File: src/rtl/mem_arb_pkg.sv
// Shared constants and types for the two-master memory arbiter.
package mem_arb_pkg;

  localparam int unsigned ADDR_W = 32;
  localparam int unsigned DATA_W = 32;
  localparam int unsigned BE_W   = 4;

  typedef logic mid_t;

  typedef enum logic {
    IDLE = 1'b0,
    HOLD = 1'b1
  } state_t;

endpackage

File: src/rtl/mem_arb_tag_fifo.sv
// Tag FIFO recording which master issued each outstanding read, in issue order.
module mem_arb_tag_fifo
  import mem_arb_pkg::*;
#(
  parameter int unsigned DEPTH = 4
) (
  input  logic clk_i,
  input  logic arst_n_i,
  input  logic push_i,
  input  mid_t push_id_i,
  input  logic pop_i,
  output logic full_o,
  output logic empty_o,
  output mid_t head_o
);

  localparam int unsigned PW = $clog2(DEPTH);
  localparam logic [PW:0] FULL_CNT = (PW + 1)'(DEPTH);

  logic [PW-1:0] wr_ptr;
  logic [PW-1:0] rd_ptr;
  logic [PW:0]   count;
  mid_t          mem [DEPTH];
  logic          do_push;
  logic          do_pop;

  assign full_o  = (count == FULL_CNT);
  assign empty_o = (count == '0);
  assign do_push = push_i & ~full_o;
  assign do_pop  = pop_i & ~empty_o;
  assign head_o  = mem[rd_ptr];

  // Pointers wrap naturally because DEPTH is a power of two.
  always_ff @(posedge clk_i or negedge arst_n_i) begin
    if (!arst_n_i) begin
      wr_ptr <= '0;
      rd_ptr <= '0;
      count  <= '0;
    end else begin
      if (do_push) wr_ptr <= wr_ptr + 1'b1;
      if (do_pop)  rd_ptr <= rd_ptr + 1'b1;
      case ({do_push, do_pop})
        2'b10:   count <= count + 1'b1;
        2'b01:   count <= count - 1'b1;
        default: count <= count;
      endcase
    end
  end

  always_ff @(posedge clk_i) begin
    if (do_push) mem[wr_ptr] <= push_id_i;
  end

endmodule

File: src/rtl/mem_arb2.sv
// Two-master round-robin arbiter onto one memory slave, routing read responses by tag.
module mem_arb2
  import mem_arb_pkg::*;
#(
  parameter int unsigned MAX_OUTST = 4
) (
  input  logic              clk_i,
  input  logic              arst_n_i,
  input  logic              m0_req_i,
  input  logic              m0_we_i,
  input  logic [ADDR_W-1:0] m0_addr_i,
  input  logic [BE_W-1:0]   m0_be_i,
  input  logic [DATA_W-1:0] m0_wdata_i,
  output logic              m0_ack_o,
  output logic              m0_resp_o,
  output logic [DATA_W-1:0] m0_rdata_o,
  input  logic              m1_req_i,
  input  logic              m1_we_i,
  input  logic [ADDR_W-1:0] m1_addr_i,
  input  logic [BE_W-1:0]   m1_be_i,
  input  logic [DATA_W-1:0] m1_wdata_i,
  output logic              m1_ack_o,
  output logic              m1_resp_o,
  output logic [DATA_W-1:0] m1_rdata_o,
  output logic              s_req_o,
  output logic              s_we_o,
  output logic [ADDR_W-1:0] s_addr_o,
  output logic [BE_W-1:0]   s_be_o,
  output logic [DATA_W-1:0] s_wdata_o,
  input  logic              s_ack_i,
  input  logic              s_resp_i,
  input  logic [DATA_W-1:0] s_rdata_i,
  output logic              err_o
);

  state_t state, state_nxt;
  mid_t   owner, owner_nxt;
  mid_t   rr;
  mid_t   gnt;
  mid_t   head;
  logic   gnt_vld;
  logic   fwd;
  logic   accept;
  logic   fifo_full;
  logic   fifo_empty;
  logic   pop;

  always_comb begin
    gnt     = 1'b0;
    gnt_vld = 1'b0;
    if (state == HOLD) begin
      gnt     = owner;
      gnt_vld = owner ? m1_req_i : m0_req_i;
    end else if (m0_req_i && m1_req_i) begin
      gnt     = rr;
      gnt_vld = 1'b1;
    end else if (m0_req_i) begin
      gnt     = 1'b0;
      gnt_vld = 1'b1;
    end else if (m1_req_i) begin
      gnt     = 1'b1;
      gnt_vld = 1'b1;
    end
  end

  // Reset gates forwarding combinationally so masters cannot leak through while held.
  assign fwd    = gnt_vld & ~fifo_full & arst_n_i;
  assign accept = fwd & s_ack_i;

  always_comb begin
    s_req_o   = 1'b0;
    s_we_o    = 1'b0;
    s_addr_o  = '0;
    s_be_o    = '0;
    s_wdata_o = '0;
    if (fwd) begin
      s_req_o   = 1'b1;
      s_we_o    = gnt ? m1_we_i    : m0_we_i;
      s_addr_o  = gnt ? m1_addr_i  : m0_addr_i;
      s_be_o    = gnt ? m1_be_i    : m0_be_i;
      s_wdata_o = gnt ? m1_wdata_i : m0_wdata_i;
    end
  end

  assign m0_ack_o = accept & (gnt == 1'b0);
  assign m1_ack_o = accept & (gnt == 1'b1);

  always_comb begin
    state_nxt = state;
    owner_nxt = owner;
    case (state)
      IDLE: begin
        if (fwd && !s_ack_i) begin
          state_nxt = HOLD;
          owner_nxt = gnt;
        end
      end
      HOLD: begin
        if (accept) state_nxt = IDLE;
      end
      default: state_nxt = IDLE;
    endcase
  end

  always_ff @(posedge clk_i or negedge arst_n_i) begin
    if (!arst_n_i) begin
      state <= IDLE;
      owner <= 1'b0;
      rr    <= 1'b0;
      err_o <= 1'b0;
    end else begin
      state <= state_nxt;
      owner <= owner_nxt;
      if (accept) rr <= ~gnt;
      if (s_resp_i && fifo_empty) err_o <= 1'b1;
    end
  end

  assign pop = s_resp_i & ~fifo_empty;

  mem_arb_tag_fifo #(
    .DEPTH(MAX_OUTST)
  ) u_tag_fifo (
    .clk_i     (clk_i),
    .arst_n_i  (arst_n_i),
    .push_i    (accept & ~s_we_o),
    .push_id_i (gnt),
    .pop_i     (pop),
    .full_o    (fifo_full),
    .empty_o   (fifo_empty),
    .head_o    (head)
  );

  assign m0_resp_o  = pop & (head == 1'b0);
  assign m1_resp_o  = pop & (head == 1'b1);
  assign m0_rdata_o = m0_resp_o ? s_rdata_i : '0;
  assign m1_rdata_o = m1_resp_o ? s_rdata_i : '0;

endmodule

File: config.mk
export PLATFORM = sky130hd
export DESIGN_NAME = mem_arb2
export DESIGN_NICKNAME = d
export VERILOG_FILES = /design/src/rtl/mem_arb_pkg.sv /design/src/rtl/mem_arb_tag_fifo.sv /design/src/rtl/mem_arb2.sv
export SDC_FILE = /design/constraint.sdc
export NUM_CORES = 1
export LEC_CHECK = 0
export ABC_AREA = 0
export CORE_AREA = 3 3 120 122
export CTS_BUF_LIST = sky130_fd_sc_hd__clkbuf_2
export DETAILED_ROUTE_END_ITERATION = 8
export DIE_AREA = 0 0 123 125
export SETUP_SLACK_MARGIN = 0.02
export SLEW_MARGIN = 0
export SYNTH_ARGS = -nofsm -noshare
export SYNTH_HDL_FRONTEND = slang
export SYNTH_SLANG_ARGS = --single-unit
File: constraint.sdc
create_clock -name clk_i -period 4.2 [get_ports clk_i]
set_input_delay 0.84 -clock clk_i [delete_from_list [all_inputs] [get_ports clk_i]]
set_output_delay 0.84 -clock clk_i [all_outputs]
set_load 0.05 [all_outputs]
-- Word level (Yosys, flattened, before mapping)
Memory sizes are Yosys's and may differ from the RTL's.
Index checks and enable logic that the tools add are counted.
- register bits: 11
- memory bits (writable): 4
- input bits: 176
- output and inout bits: 139
- word-level logic and storage cells: 64
- memories kept: 1
- memories (name ; words ; width ; rd ports ; clocked after Yosys merged registers in ; wr ports ; RTL line ; source):
    u_tag_fifo.mem ; 4 ; 1 ; 1 ; 0 ; 1 ; mem_arb_tag_fifo.sv:23 ; mid_t mem [DEPTH];
- $add $sub $neg: 4
- equal/unequal tests: 3
- muxes and demuxes: 25
- bitwise operators: 17
- reductions and logical operators: 7
- operators by type and width (kind ; number):
    $mux 32 ; 6
    $mux 1 ; 15
    $and 1x1->1 ; 11
    $mux 4 ; 2
    $not 1->1 ; 6
    $pmux 3 s2 ; 1
    $add 2x1->2 const B ; 2
    $add 3x1->3 const B ; 1
    $eq 3x3->1 const B ; 1
    $logic_and 1x1->1 ; 3
    $logic_not 3->1 ; 1
    $sub 3x1->3 const B ; 1
    $eq 2x1->1 const B ; 1
    $eq 2x2->1 const B ; 1
    $pmux 1 s2 ; 1
    $reduce_and 2->1 ; 1
    $reduce_bool 2->1 ; 1
    $logic_not 1->1 ; 1

-- Longest topological paths before layout
Gate-level depths: netlist of run 1.
- word-level depth: 12
- gate-level depth with buffers: 12
- mapped depth without buffers: 11

-- By module
A second synthesis of run 1 with hierarchy kept.
- cells, all modules: 376
- area total of the unflattened synthesis: 2543.7 um^2
- by module, submodules not included (module ; instances ; cells each ; area each (um^2) ; sequential area each (um^2)):
    mem_arb2 ; 1 ; 333 ; 1961.9 ; 100.1
    mem_arb_tag_fifo ; 1 ; 43 ; 581.8 ; 295.3

-- Worst setup path before layout of run 1
Ideal clock, no wire load.
- kind: input port to output port
- from: in m1_req_i
- to: out s_addr_o[18]
- arrival time: 2.418 ns
- data required time: 3.360 ns
- setup slack: 0.942 ns
- stages: 6
- buffers on the path: 1
- path through: nor2b_2 -> a22oi_4 -> inv_4 -> clkbuf_1 -> nand2_1 -> a21oi_1
- elaborated cells between the ends (all ways): 13
- those cells by class: mux: 10; bitwise: 2; reduce/logical: 1
- RTL lines (element ; RTL line ; source):
    start, declared ; mem_arb2.sv:17 ; input logic m1_req_i,
    $mux 1 ; mem_arb2.sv:60 ; end else if (m1_req_i) begin
    $mux 1 ; mem_arb2.sv:57 ; end else if (m0_req_i) begin
    $mux 1 * ; mem_arb2.sv:54 ; end else if (m0_req_i && m1_req_i) begin
    $mux 1 * ; mem_arb2.sv:51 ; if (state == HOLD) begin
    via gnt ; mem_arb2.sv:39 ; mid_t gnt;
    $mux 32 * ; mem_arb2.sv:79 ; s_addr_o = gnt ? m1_addr_i : m0_addr_i;
    $mux 32 * ; mem_arb2.sv:76 ; if (fwd) begin
    end, declared ; mem_arb2.sv:27 ; output logic [ADDR_W-1:0] s_addr_o,
Mark *: on every way through the listed nets, which the timed path passes. The rest lies on a longest branch.

-- Worst setup path after layout of run 1
- from: in m1_req_i
- to: out s_wdata_o[21]
- word-level cells in the longest chain between the ends: 7
- elaborated cells between the ends (all ways): 13
- those cells by class: mux: 10; bitwise: 2; reduce/logical: 1
- ends and longest elaborated chain (element ; RTL line ; source):
    $mux 1 ; mem_arb2.sv:60 ;
    $mux 1 ; mem_arb2.sv:57 ;
    $mux 1 ; mem_arb2.sv:54 ;
    $mux 1 ; mem_arb2.sv:51 ;
    $and 1x1->1 (2 in series) ; mem_arb2.sv:67 ; assign fwd = gnt_vld & ~fifo_full & arst_n_i;
    $mux 32 * ; mem_arb2.sv:76 ;
    end, declared ; mem_arb2.sv:29 ; output logic [DATA_W-1:0] s_wdata_o,
Every way passes the cells marked *; elsewhere a longest branch is shown, timed or not.

==> reports/results.ini, run 1 <==
[drt]
vias=3641
drt-vias-per-instance=4.32
drtAntennaViolNets=0
remaining_drc_errors=0
drtPass1Iterations=4
wl_per_cell_um=15.4
drt_iter0_markers=203
routed_wl_um=13000

[logic_synthesis]
synth_top_area_cell=nand2_1
ys_seq_area_frac=0.177
synth_xor_area_frac=0.0235
avgSynthCellArea_um2=5.98
synthesis.area_um2=2230
synth_compound_area_frac=0.206
synth.distinct_cells=34
ys_ff_latch=15
yosys-mux-area-fraction=0.0196
synth_nets=555
synth_common_cells=nand2_1, a21oi_1, and2_1, and3_1, clkbuf_1
synthArstFlopShare=0.733
synthTopCellsByArea=nand2_1, a21oi_1, dfrtp_1
synth_top_area_share=0.237
yosys.area_share.adder=0.0370
syn_inst=373
synthFlopType=dfrtp_1
synthMostInstantiatedCell=nand2_1
synth_edf_count=4
synth_warnings=0
synth-simple-area-share=0.457
synth_top_family_by_area=simple AND/OR/NAND/NOR gates

[floorplanning]
fp.dieH_um=125
io-pin-count=315
rows=42
die_area_um2=15400
fp.coreArea_um2=13300
start_util=0.168
die_w_um=123

[cts]
clk_latency_ps=290
clockRootBuffer=clkbuf_2
cts.sinks=15
post_cts_buffers=0
cts_hold_buf=0
tritoncts=yes
clkTransAtPathRegs_ps=150
h-tree-depth=1
cts_buffer_depth=2
post_cts_resized=0
cts_buffers=3

[timing]
hold_viol_final=0
fmax_mhz=271
drv_slew=0
setup_viol=0
hold_ws_ps=473
skew_ps=2.33
worstMarginPinSlew_ps=515
fin_crit_sh=0.878
period_minus_slack_ps=3690
rsz0062_at_grt=false
tns_ps=0
slew_headroom=0.656

[critical_path]
crit_type=in -> out
critPathLaunchType=primary input
endpoint_kind=primary output
crit_arrival_ps=2850
worstPathRequired_ps=3360
ff2ff_setup_slack_ps=1630
critPathMaxFanout=47

[global_route]
overflow=0
grt_pass1_vias=3705
antenna_found_initial=0
grt_max_degree=48
grt_usage=0.159
grt_pass1_wl_um=19800

[run]
max_cap_violations=0

[finish]
antennaDiodeCount=0
finalNetCount=850
area_growth_pct=197
drive_gt1_frac=0.187
final_core_util=0.498

[hold_path]
hold_path.class=reg -> reg

[placement]
gp_congestion=0.859
port-buffer-count=314
dpl.hpwl_um=10900

[power_and_ir_drop]
power.density_nw_per_um2=568
peakVddDrop_mv=0.306
power_leakage_uw=0.00279

[status]
status=finished clean

## layer usage
| layer | wire (µm) | part of all wire | track usage | vias up |
|---|---|---|---|---|
| met3 | 1210 | 0.093 | 0.0339 | 12 |
| met4 | 165 | 0.013 | 0.0293 | 0 |
| met2 | 6910 | 0.53 | 0.305 | 168 |
| li1 | - | - | - | 1807 |
| met1 | 4680 | 0.36 | 0.180 | 1654 |
| met5 | 0 | 0 | 0 | - |
## registers in the layout, indices dropped and copies added, names as in the netlist, named ones only
| name | flops |
|---|---|
| u_tag_fifo.count | 3 |
| err_o | 1 |
| owner | 1 |
| rr | 1 |
| u_tag_fifo.wr_ptr | 2 |
| u_tag_fifo.mem | 4 |
| u_tag_fifo.rd_ptr | 2 |
## through the flow
step / std cells / cell area [µm²] / total power [µW] / setup slack [ps]
final: 843 / 6620 / 3760 / 514
after global routing: 843 / 6620 / 3980 / 392
after CTS: 843 / 6620 / 3800 / 538
after detailed placement: 839 / 6600 / 3720 / 539
after global placement: 839 / 6600 / 3680 / 554
after floorplan: 373 / 2230 / 2140 / 942
## path summary, 6_finish.rpt
path / startpoint / end / cells past startpoint
setup / recovery: m1_req_i / s_wdata_o[21] / 8
max in group asynchronous: arst_n_i / u_tag_fifo.wr_ptr[0] / 2
hold / removal: err_o / err_o / 1
min in group asynchronous: arst_n_i / u_tag_fifo.count[1] / 2
setup reg to reg: flop / u_tag_fifo.count[2] / 11
hold reg to reg: err_o / err_o / 1
## critical path, stage by stage
cell and delay (ps):
clkdlybuf4s50_1 550, nor2b_2 240, a22oi_4 90, inv_4 200, buf_12 250, nand2_1 80
a21oi_1 370, buf_12 190
## layout by cell type, fill, tap and decap left out, types with 2 or more instances in the layout
master           synthesis  routed
nor2_1                   4       4
nand2_1                141     141
and3_1                  32      32
buf_12                   0     106
clkbuf_2                 0       4
inv_1                    8       8
ha_1                     5       5
or3b_1                   2       2
xor2_1                   2       2
buf_4                    1       7
and2_1                  37      37
clkdlybuf4s50_1          0     209
inv_2                    2       2
edfxtp_1                 4       4
xnor2_1                  4       4
dfrtp_1                 11      11
nand2b_1                 2       2
a21oi_1                 69      69
o21ai_1                  2       2
## final cells by class
| class | count | area, µm² |
|---|---|---|
| fillers | 1226 | 6670 |
| multi-input cells | 315 | 1680 |
| flip-flops and latches | 15 | 395 |
| inverters | 11 | 43.8 |
| repair buffers | 322 | 4270 |
| well taps | 176 | 220 |
| clock buffers | 4 | 20.0 |
## power by group
group	internal (µW)	total, µW	switching, µW
sequential	213	270	57.5
clock	25.2	72.3	47.1
combinational	1420	3420	1990
## cells by family (layout without fill, tap and decap cells)
group / after synthesis / count (layout)
AND/OR/NAND/NOR: 220 / 220
AO/OA/AOI/OAI: 80 / 80
buffers and inverters: 43 / 337
flip-flops: 15 / 15
adder cells (fa/ha/maj): 6 / 6
XOR/XNOR: 6 / 6
multiplexers: 3 / 3
Power figures use the tool's default switching activity.
==> run 2: changes to the inputs <==
- CORE_AREA: 3 3 120 122 -> 3 3 122 124
- CTS_CLUSTER_SIZE: unset -> 24
- DIE_AREA: 0 0 123 125 -> 0 0 125 127
- DONT_BUFFER_PORTS: unset -> 1
- RECOVER_POWER: unset -> 100
==> run 2 against run 1 <==
Against the previous run:
- sequential share of layout area increased by 8.1 points
- clock power decreased by 4.3%
- non-clock buffer count decreased by 245
- clock skew increased by 5.2 ps
- power decreased by 32%
- largest power group unchanged
==> reports/results.ini, run 2 (synthesized netlist as in run 1, its figures left out) <==
[critical_path]
crit_chain=nor2b_1 > a22oi_4 > clkbuf_2 > nand2_1 > a21oi_1 > clkbuf_1  ; was clkdlybuf4s50_1 > nor2b_2 > a22oi_4 > inv_4 > buf_12 > nand2_1 > a21oi_1 > buf_12
worstPathRequired_ps=3360  ; about the same
cp.depth=6  ; was 8
r2r_end=u_tag_fifo.count[2]  ; unchanged
crit_arrival_ps=3010  ; was 2850 ps
cp.buffers_inverters=2  ; was 4
crit_type=in -> out  ; unchanged
endpoint_kind=primary output  ; unchanged
crit_family=buffers and inverters  ; unchanged
critPathLaunchType=primary input  ; unchanged
slowest_stage=clkbuf_2  ; was clkdlybuf4s50_1
critPathMaxFanout=70  ; was 47
crit_path_max_incr_delay_ps=1010  ; was 550 ps
reg2reg_depth=10  ; was 11
ff2ff_setup_slack_ps=1210  ; was 1630 ps

[placement]
gp_congestion=0.771  ; was 0.859
dpl.hpwl_um=7190  ; was 10900 µm
port-buffer-count=0  ; was 314

[drt]
drt-vias-per-instance=4.50  ; was 4.32
drtAntennaViolNets=0  ; unchanged
wl_per_cell_um=14.7  ; was 15.4 µm
routed_wl_um=8820  ; was 13000 µm
vias=2710  ; was 3641
drt_iter0_markers=179  ; was 203
drtPass1Iterations=4  ; unchanged
remaining_drc_errors=0  ; unchanged

[timing]
skew_ps=7.54  ; was 2.33 ps
fmax_mhz=260  ; was 271 MHz
fin_crit_sh=0.916  ; was 0.878
tns_ps=0  ; unchanged
worstMarginPinSlew_ps=1340  ; was 515 ps
drv_slew=0  ; unchanged
setup_viol=0  ; unchanged
period_minus_slack_ps=3850  ; was 3690 ps
rsz0062_at_grt=false  ; unchanged
slew_headroom=0.105  ; was 0.656
hold_viol_final=0  ; unchanged

[run]
max_cap_violations=0  ; unchanged

[cts]
cts_buffers=3  ; unchanged
cts_buffer_depth=2  ; unchanged
tritoncts=yes  ; unchanged
post_cts_resized=0  ; unchanged
clockRootBuffer=clkbuf_2  ; unchanged
clkTransAtPathRegs_ps=150  ; about the same
post_cts_buffers=0  ; unchanged
cts.sinks=15  ; unchanged
cts_hold_buf=0  ; unchanged
h-tree-depth=1  ; unchanged
clk_latency_ps=280  ; was 290 ps

[global_route]
grt_max_degree=71  ; was 48
grt_pass1_vias=2424  ; was 3705
grt_usage=0.0927  ; was 0.159
overflow=0  ; unchanged
grt_pass1_wl_um=12400  ; was 19800 µm
antenna_found_initial=0  ; unchanged

[floorplanning]
die_area_um2=15900  ; was 15400 µm²
fp.dieH_um=127  ; was 125 µm
start_util=0.161  ; was 0.168
rows=43  ; was 42
io-pin-count=315  ; unchanged
die_w_um=125  ; was 123 µm
fp.coreArea_um2=13900  ; was 13300 µm²

[finish]
final_cell_mix=nand2_1, a21oi_1, clkbuf_2, and2_0, and3_1  ; was clkdlybuf4s50_1, nand2_1, buf_12, a21oi_1, and2_1
largest_reg_flops=4  ; unchanged
reg_top3=u_tag_fifo.mem: 4 flops, u_tag_fifo.count: 3 flops  ; unchanged
final_core_util=0.202  ; was 0.498
finalNetCount=605  ; was 850
drive_gt1_frac=0.180  ; was 0.187
largest_register=u_tag_fifo.mem  ; unchanged
area_growth_pct=25.8  ; was 197%
antennaDiodeCount=0  ; unchanged
layout_commonest_cell=nand2_1  ; was clkdlybuf4s50_1

[power_and_ir_drop]
power.density_nw_per_um2=907  ; was 568 nW/µm²
power_leakage_uw=0.00137  ; was 0.00279 µW
peakVddDrop_mv=0.239  ; was 0.306 mV

[hold_path]
hold_path.class=in -> async  ; was reg -> reg

[status]
status=finished clean  ; unchanged

[run 2: cell types whose count changed in the layout (fill, tap and decap cells not counted), sizes merged]
cell | before | now
clkdlybuf4s50 | 209 | 0
buf | 113 | 25
clkbuf | 4 | 55
clkinv | 0 | 1
[run 2: worst max path at each step]
stage | from | endpoint
6_report | m1_req_i | s_wdata_o[28]
5_1_grt | u_tag_fifo.rd_ptr[0] | m0_rdata_o[17]
4_1_cts | u_tag_fifo.rd_ptr[0] | m0_rdata_o[15]
3_5_place_dp | u_tag_fifo.rd_ptr[0] | m0_rdata_o[15]
3_3_place_gp | m1_req_i | s_wdata_o[0]
2_1_floorplan | m1_req_i | s_addr_o[18]
[run 2: final cells by class]
cell class | instances | area (µm²)
multi-input cells | 315 | 1680
repair buffers | 77 | 447
fillers | 1593 | 11100
well taps | 180 | 225
inverters | 11 | 43.8
clock buffers | 3 | 15.0
clock inverters | 1 | 5.00
flip-flops and latches | 15 | 395
[run 2: per-stage QoR]
stage                     hold slack (ps)  cell area, µm²  power, µW  instances  setup WS (ps)
final                                 219            2810       2550        602            351
after global routing                  195            2810       2710        602            170
after CTS                             203            2950       2650        602            574
after detailed placement              471            2930       2580        598            916
after global placement                471            2930       2560        598            990
after floorplan                       453            2230       2140        373            942
[run 2: routing by layer]
metal / routed length [µm] / GRT usage / part of all wire
met5: 0 / 0 / 0
met4: 42 / 0.0172 / 0.0048
met3: 756 / 0.0105 / 0.086
met2: 4550 / 0.170 / 0.52
met1: 3480 / 0.118 / 0.39
[run 2: power breakdown]
part	internal (µW)	switching (µW)	total, µW
Sequential	213	73.5	286
Combinational	455	1740	2190
Clock	21.6	47.7	69.2
Total	689	1860	2550
==> run 3: changes to the inputs <==
- GPL_TIMING_DRIVEN: unset -> 1
==> results of run 3 <==
Same layout as run 2: the final DEF is identical, and so are final timing and power.
==> patch 1, RTL diff (settings of run 1) <==
Change the package constant `BE_W` from 4 to 5.
--- a/src/rtl/mem_arb_pkg.sv
+++ b/src/rtl/mem_arb_pkg.sv
@@ -4,5 +4,5 @@
   localparam int unsigned ADDR_W = 32;
   localparam int unsigned DATA_W = 32;
-  localparam int unsigned BE_W   = 4;
+  localparam int unsigned BE_W   = 5;
 
   typedef logic mid_t;
Interface: changed (resized m0_be_i, m1_be_i and s_be_o); port bits go from 315 to 318. No check against the original RTL was run, so the function may have changed too.
==> patch 1 against run 1 <==
- total power is 1.1% higher
- hold slack better by 0.0026 ns
- final area is 0.32% higher
- area after synthesis is 1.2% higher
- routed wire length is 5.0% higher
- count of clock-buffer cells in the layout stayed put
- worst setup slack worse by 0.19 ns
- sequential cell count stayed put
- largest cell class unchanged
- first-iteration DRC count is 1.5% higher
==> patch 1: results (changes against run 1) <==
WL/cell 16.0 um (was 15.4 um); max incr delay on CP 0.82 ns (was 0.55 ns); worst vdd ir 222 uV (was 306 uV); DR vias 3622 (was 3641); vias in the first global route 3787 (was 3705); r2r setup slk 1.35 ns (was 1.63 ns); Worst R2R Path Depth 10 (was 11); Worst setup startpoint s_resp_i (was m1_req_i); global-route wire length before repair 20900 um (was 19800 um); Mapped Nets 561 (was 555); Final Skew 0.0113 ns (was 0.00233 ns); Top FF cell, synth dfrtp_1 (unchanged); status finished clean (unchanged); routing usage on met3 2.48% (was 3.39%); Data arrival, critical path 3.03 ns (was 2.85 ns); DRT iter0 DRCs 206 (was 203); Nets 859 (was 850); fraction of registers with async set/reset 73.3% (unchanged); Final ANT Viol Nets 0 (unchanged); Total Routing Usage GR 16.7% (was 15.9%); Clk Latency, worst-skew pair 0.27 ns (was 0.29 ns); pre-CTS worst setup slack 0.323 ns (was 0.539 ns); period utilisation layout 92.2% (was 87.8%); setup bufs post-CTS 0 (unchanged); top post-synthesis cells by count 143 x nand2_1, 70 x a21oi_1, 37 x and2_1 (was 141 x nand2_1, 69 x a21oi_1, 37 x and2_1); pin count of the biggest net entering global routing 72 (was 48); sequential-to-total area share from yosys stat 17.5% (was 17.7%); Placed Cells 846 (was 839); critical-path maximum fanout 26 (was 47); Syn Area/Cell 5.99 um2 (was 5.98 um2); GR Layer Usage met2 31.6% (was 30.5%); Least-Margin Pin Slew 0.729 ns (was 0.515 ns); GR Util met1 19.6% (was 18.0%); end of the critical path m1_rdata_o[20] (was s_wdata_o[21]); top post-synthesis cells by area nand2_1 24%, a21oi_1 16%, dfrtp_1 12% (was nand2_1 24%, a21oi_1 15%, dfrtp_1 12%); via-per-instance ratio 4.26 (was 4.32); dpl hpwl 11500 um (was 10900 um); port bufs 317 (was 314)
==> patch 1: how the worst min path moves through the flow <==
stage,start,endpoint,slack (ns),cells past startpoint
5_1_grt,err_o$_DFFE_PN0P_,err_o$_DFFE_PN0P_,0.50,1
3_3_place_gp,err_o$_DFFE_PN0P_,err_o$_DFFE_PN0P_,0.46,1
4_1_cts,err_o$_DFFE_PN0P_,err_o$_DFFE_PN0P_,0.48,1
6_report,err_o$_DFFE_PN0P_,err_o$_DFFE_PN0P_,0.48,1
3_5_place_dp,err_o$_DFFE_PN0P_,err_o$_DFFE_PN0P_,0.45,1
2_1_floorplan,u_tag_fifo.rd_ptr[1]$_DFFE_PN0P_,u_tag_fifo.rd_ptr[1]$_DFFE_PN0P_,0.45,1
==> patch 1: layout make-up <==
cell class | count | share of cell area [%]
clock buffer | 4 | 0.301
multi-input combinational | 318 | 25.5
sequential | 15 | 5.95
tap | 176 | 3.31
timing repair buffer | 326 | 64.3
inverter | 11 | 0.621
==> patch 1: cells by family after synthesis <==
logic type,after synthesis,synth area share [%]
simple gates,222,45.5
compound gates,81,20.6
buf+inv,44,8.36
flops,15,17.5
xor+xnor,6,2.33
fa+ha+maj,6,3.65
mux,3,2.10
==> patch 1: power breakdown <==
group | internal, mW | switching [mW]
logic | 1.44 | 2.02
registers | 0.213 | 0.0599
clock network | 0.0253 | 0.0428
total | 1.68 | 2.12
==> patch 1: metal layers <==
layer	share of wire [%]	up-vias	wire, um
li1	-	1824	-
met1	36	1634	4900
met2	55	148	7420
met3	7.5	16	1020
met4	2.0	0	266
met5	0	-	0
==> patch 1: stage by stage <==
| stage | util, % | hold WS (ns) | total power [mW] |
|---|---|---|---|
| 2_1_floorplan | - | 0.453 | 2.17 |
| 6_report | 50.0 | 0.476 | 3.80 |
| 5_1_grt | 50.0 | 0.498 | 4.01 |
| 4_1_cts | 50.0 | 0.476 | 3.84 |
| 3_5_place_dp | 49.8 | 0.449 | 3.77 |
| 3_3_place_gp | 49.8 | 0.464 | 3.72 |
==> patch 2, RTL diff (settings of run 1) <==
Without the edit above. Register the output `err_o` once more, with the module's reset; this adds one clock of latency there. The other outputs are not delayed to match.
--- a/src/rtl/mem_arb2.sv
+++ b/src/rtl/mem_arb2.sv
@@ -33,4 +33,6 @@
   output logic              err_o
 );
+
+  logic err_s0;
 
   state_t state, state_nxt;
@@ -108,10 +110,10 @@
       owner <= 1'b0;
       rr    <= 1'b0;
-      err_o <= 1'b0;
+      err_s0 <= 1'b0;
     end else begin
       state <= state_nxt;
       owner <= owner_nxt;
       if (accept) rr <= ~gnt;
-      if (s_resp_i && fifo_empty) err_o <= 1'b1;
+      if (s_resp_i && fifo_empty) err_s0 <= 1'b1;
     end
   end
@@ -137,4 +139,12 @@
   assign m1_rdata_o = m1_resp_o ? s_rdata_i : '0;
 
+  always_ff @(posedge clk_i or negedge arst_n_i) begin
+    if (!arst_n_i) begin
+      err_o <= '0;
+    end else begin
+      err_o <= err_s0;
+    end
+  end
+
 endmodule
 
Check against the original RTL: not equivalent (a bounded check fails within 4 cycles, from zero or initial values and one cycle with arst_n_i low).
==> patch 2 against run 1 <==
- register-to-register slack got worse by 0.08 ns
- routed wire length increased by 2.0%
- die area unchanged
- core utilization increased by 0.22 points
- final area increased by 0.43%
- sequential cell count increased by 1
- total power increased by 0.50%
- critical path type unchanged
- hold slack got worse by 0.070 ns
- area after synthesis increased by 1.1%
- worst setup slack got worse by 0.14 ns
- combinational power about the same
==> patch 2: results (changes against run 1) <==
status finished clean (unchanged); H-Tree Depth 1 (unchanged); GP Congestion 0.906 (was 0.859); layout cell share with drive strength beyond 1 18.4% (was 18.7%); Total Routing Usage GR 16.3% (was 15.9%); dpl hpwl 10900 um (about the same); r2r setup slk 1.55 ns (was 1.63 ns); fraction of registers with async set/reset 75.0% (was 73.3%); leakage 2.80 nW (was 2.79 nW); clk root buf clkbuf_2 (unchanged); pin count of the biggest net entering global routing 71 (was 48); Psw 2.10 mW (about the same); Yosys cell types 34 (unchanged); Mapped Nets 556 (was 555); worst vdd ir 271 uV (was 306 uV); Least-Margin Pin Slew 0.724 ns (was 0.515 ns); Post-CTS Resized 0 (unchanged); WHS Endpoint err_o$_DFF_PN0_ (was err_o$_DFFE_PN0P_); fillers 1234 (was 1226); period utilisation layout 91.0% (was 87.8%); worst min-delay path category flip-flop to flip-flop (unchanged); Data arrival, critical path 2.98 ns (was 2.85 ns); Hold Path Depth 0 (was 1); top post-synthesis cells by area nand2_1 23%, a21oi_1 15%, dfrtp_1 13% (was nand2_1 24%, a21oi_1 15%, dfrtp_1 12%); vias in the first global route 3762 (was 3705); end of the critical path s_addr_o[27] (was s_wdata_o[21]); HP Start err_s0$_DFFE_PN0P_ (was err_o$_DFFE_PN0P_); WL/cell 15.7 um (was 15.4 um); critical-path maximum fanout 70 (was 47); initial antenna violation count 0 (unchanged); Final Skew 0.00274 ns (was 0.00233 ns); DRT iter0 DRCs 156 (was 203); Clk Latency, worst-skew pair 0.29 ns (about the same); via-per-instance ratio 4.32 (about the same); sequential-to-total area share from yosys stat 18.6% (was 17.7%); global-route wire length before repair 20400 um (was 19800 um)
## patch 2: critical path: stages
cell             delay, ns
clkdlybuf4s50_1       0.49
nor2b_2               0.21
a22oi_4               0.20
buf_4                 0.60
nand2_1               0.14
a21oi_1               0.28
buf_12                0.18
## patch 2: power by group through the flow
stage               Combinational, mW  Sequential [mW]  Clock [mW]
finish                           3.42            0.288      0.0669
global route                     3.61            0.298      0.0750
CTS                              3.46            0.289      0.0698
detailed placement               3.45            0.292           0
global placement                 3.41            0.285           0
floorplan                        1.87            0.284           0
## patch 2: layout make-up
class,instances,area share [%]
flip-flops and latches,16,6.32
clock buffers,3,0.226
clock inverters,1,0.0564
repair buffers,321,64.2
multi-input cells,315,25.2
well taps,176,3.31
inverters,11,0.658
## patch 2: logic make-up (layout without fill, tap and decap cells)
group	after synthesis	in the layout	share of synthesized area (%)
simple gates	220	220	45.2
compound gates	80	80	20.4
buf+inv	43	336	7.87
flops	16	16	18.6
fa+ha+maj	6	6	3.66
xor+xnor	6	6	2.33
mux	3	3	1.94
## patch 2: metrics by stage
| step | total power [mW] | instance area, um2 | hold WS, ns | instances |
|---|---|---|---|---|
| 6_report | 3.78 | 6650 | 0.403 | 843 |
| 5_1_grt | 3.98 | 6650 | 0.421 | 843 |
| 4_1_cts | 3.82 | 6650 | 0.410 | 843 |
| 3_5_place_dp | 3.74 | 6630 | 0.370 | 839 |
| 3_3_place_gp | 3.70 | 6630 | 0.370 | 839 |
| 2_1_floorplan | 2.15 | 2260 | 0.355 | 374 |
## patch 2: metal layers
metal  track usage, %  share of wire (%)
met3             3.34                8.6
met2             31.4                 54
met4             3.26                1.5
met1             18.3                 36
met5                0                  0
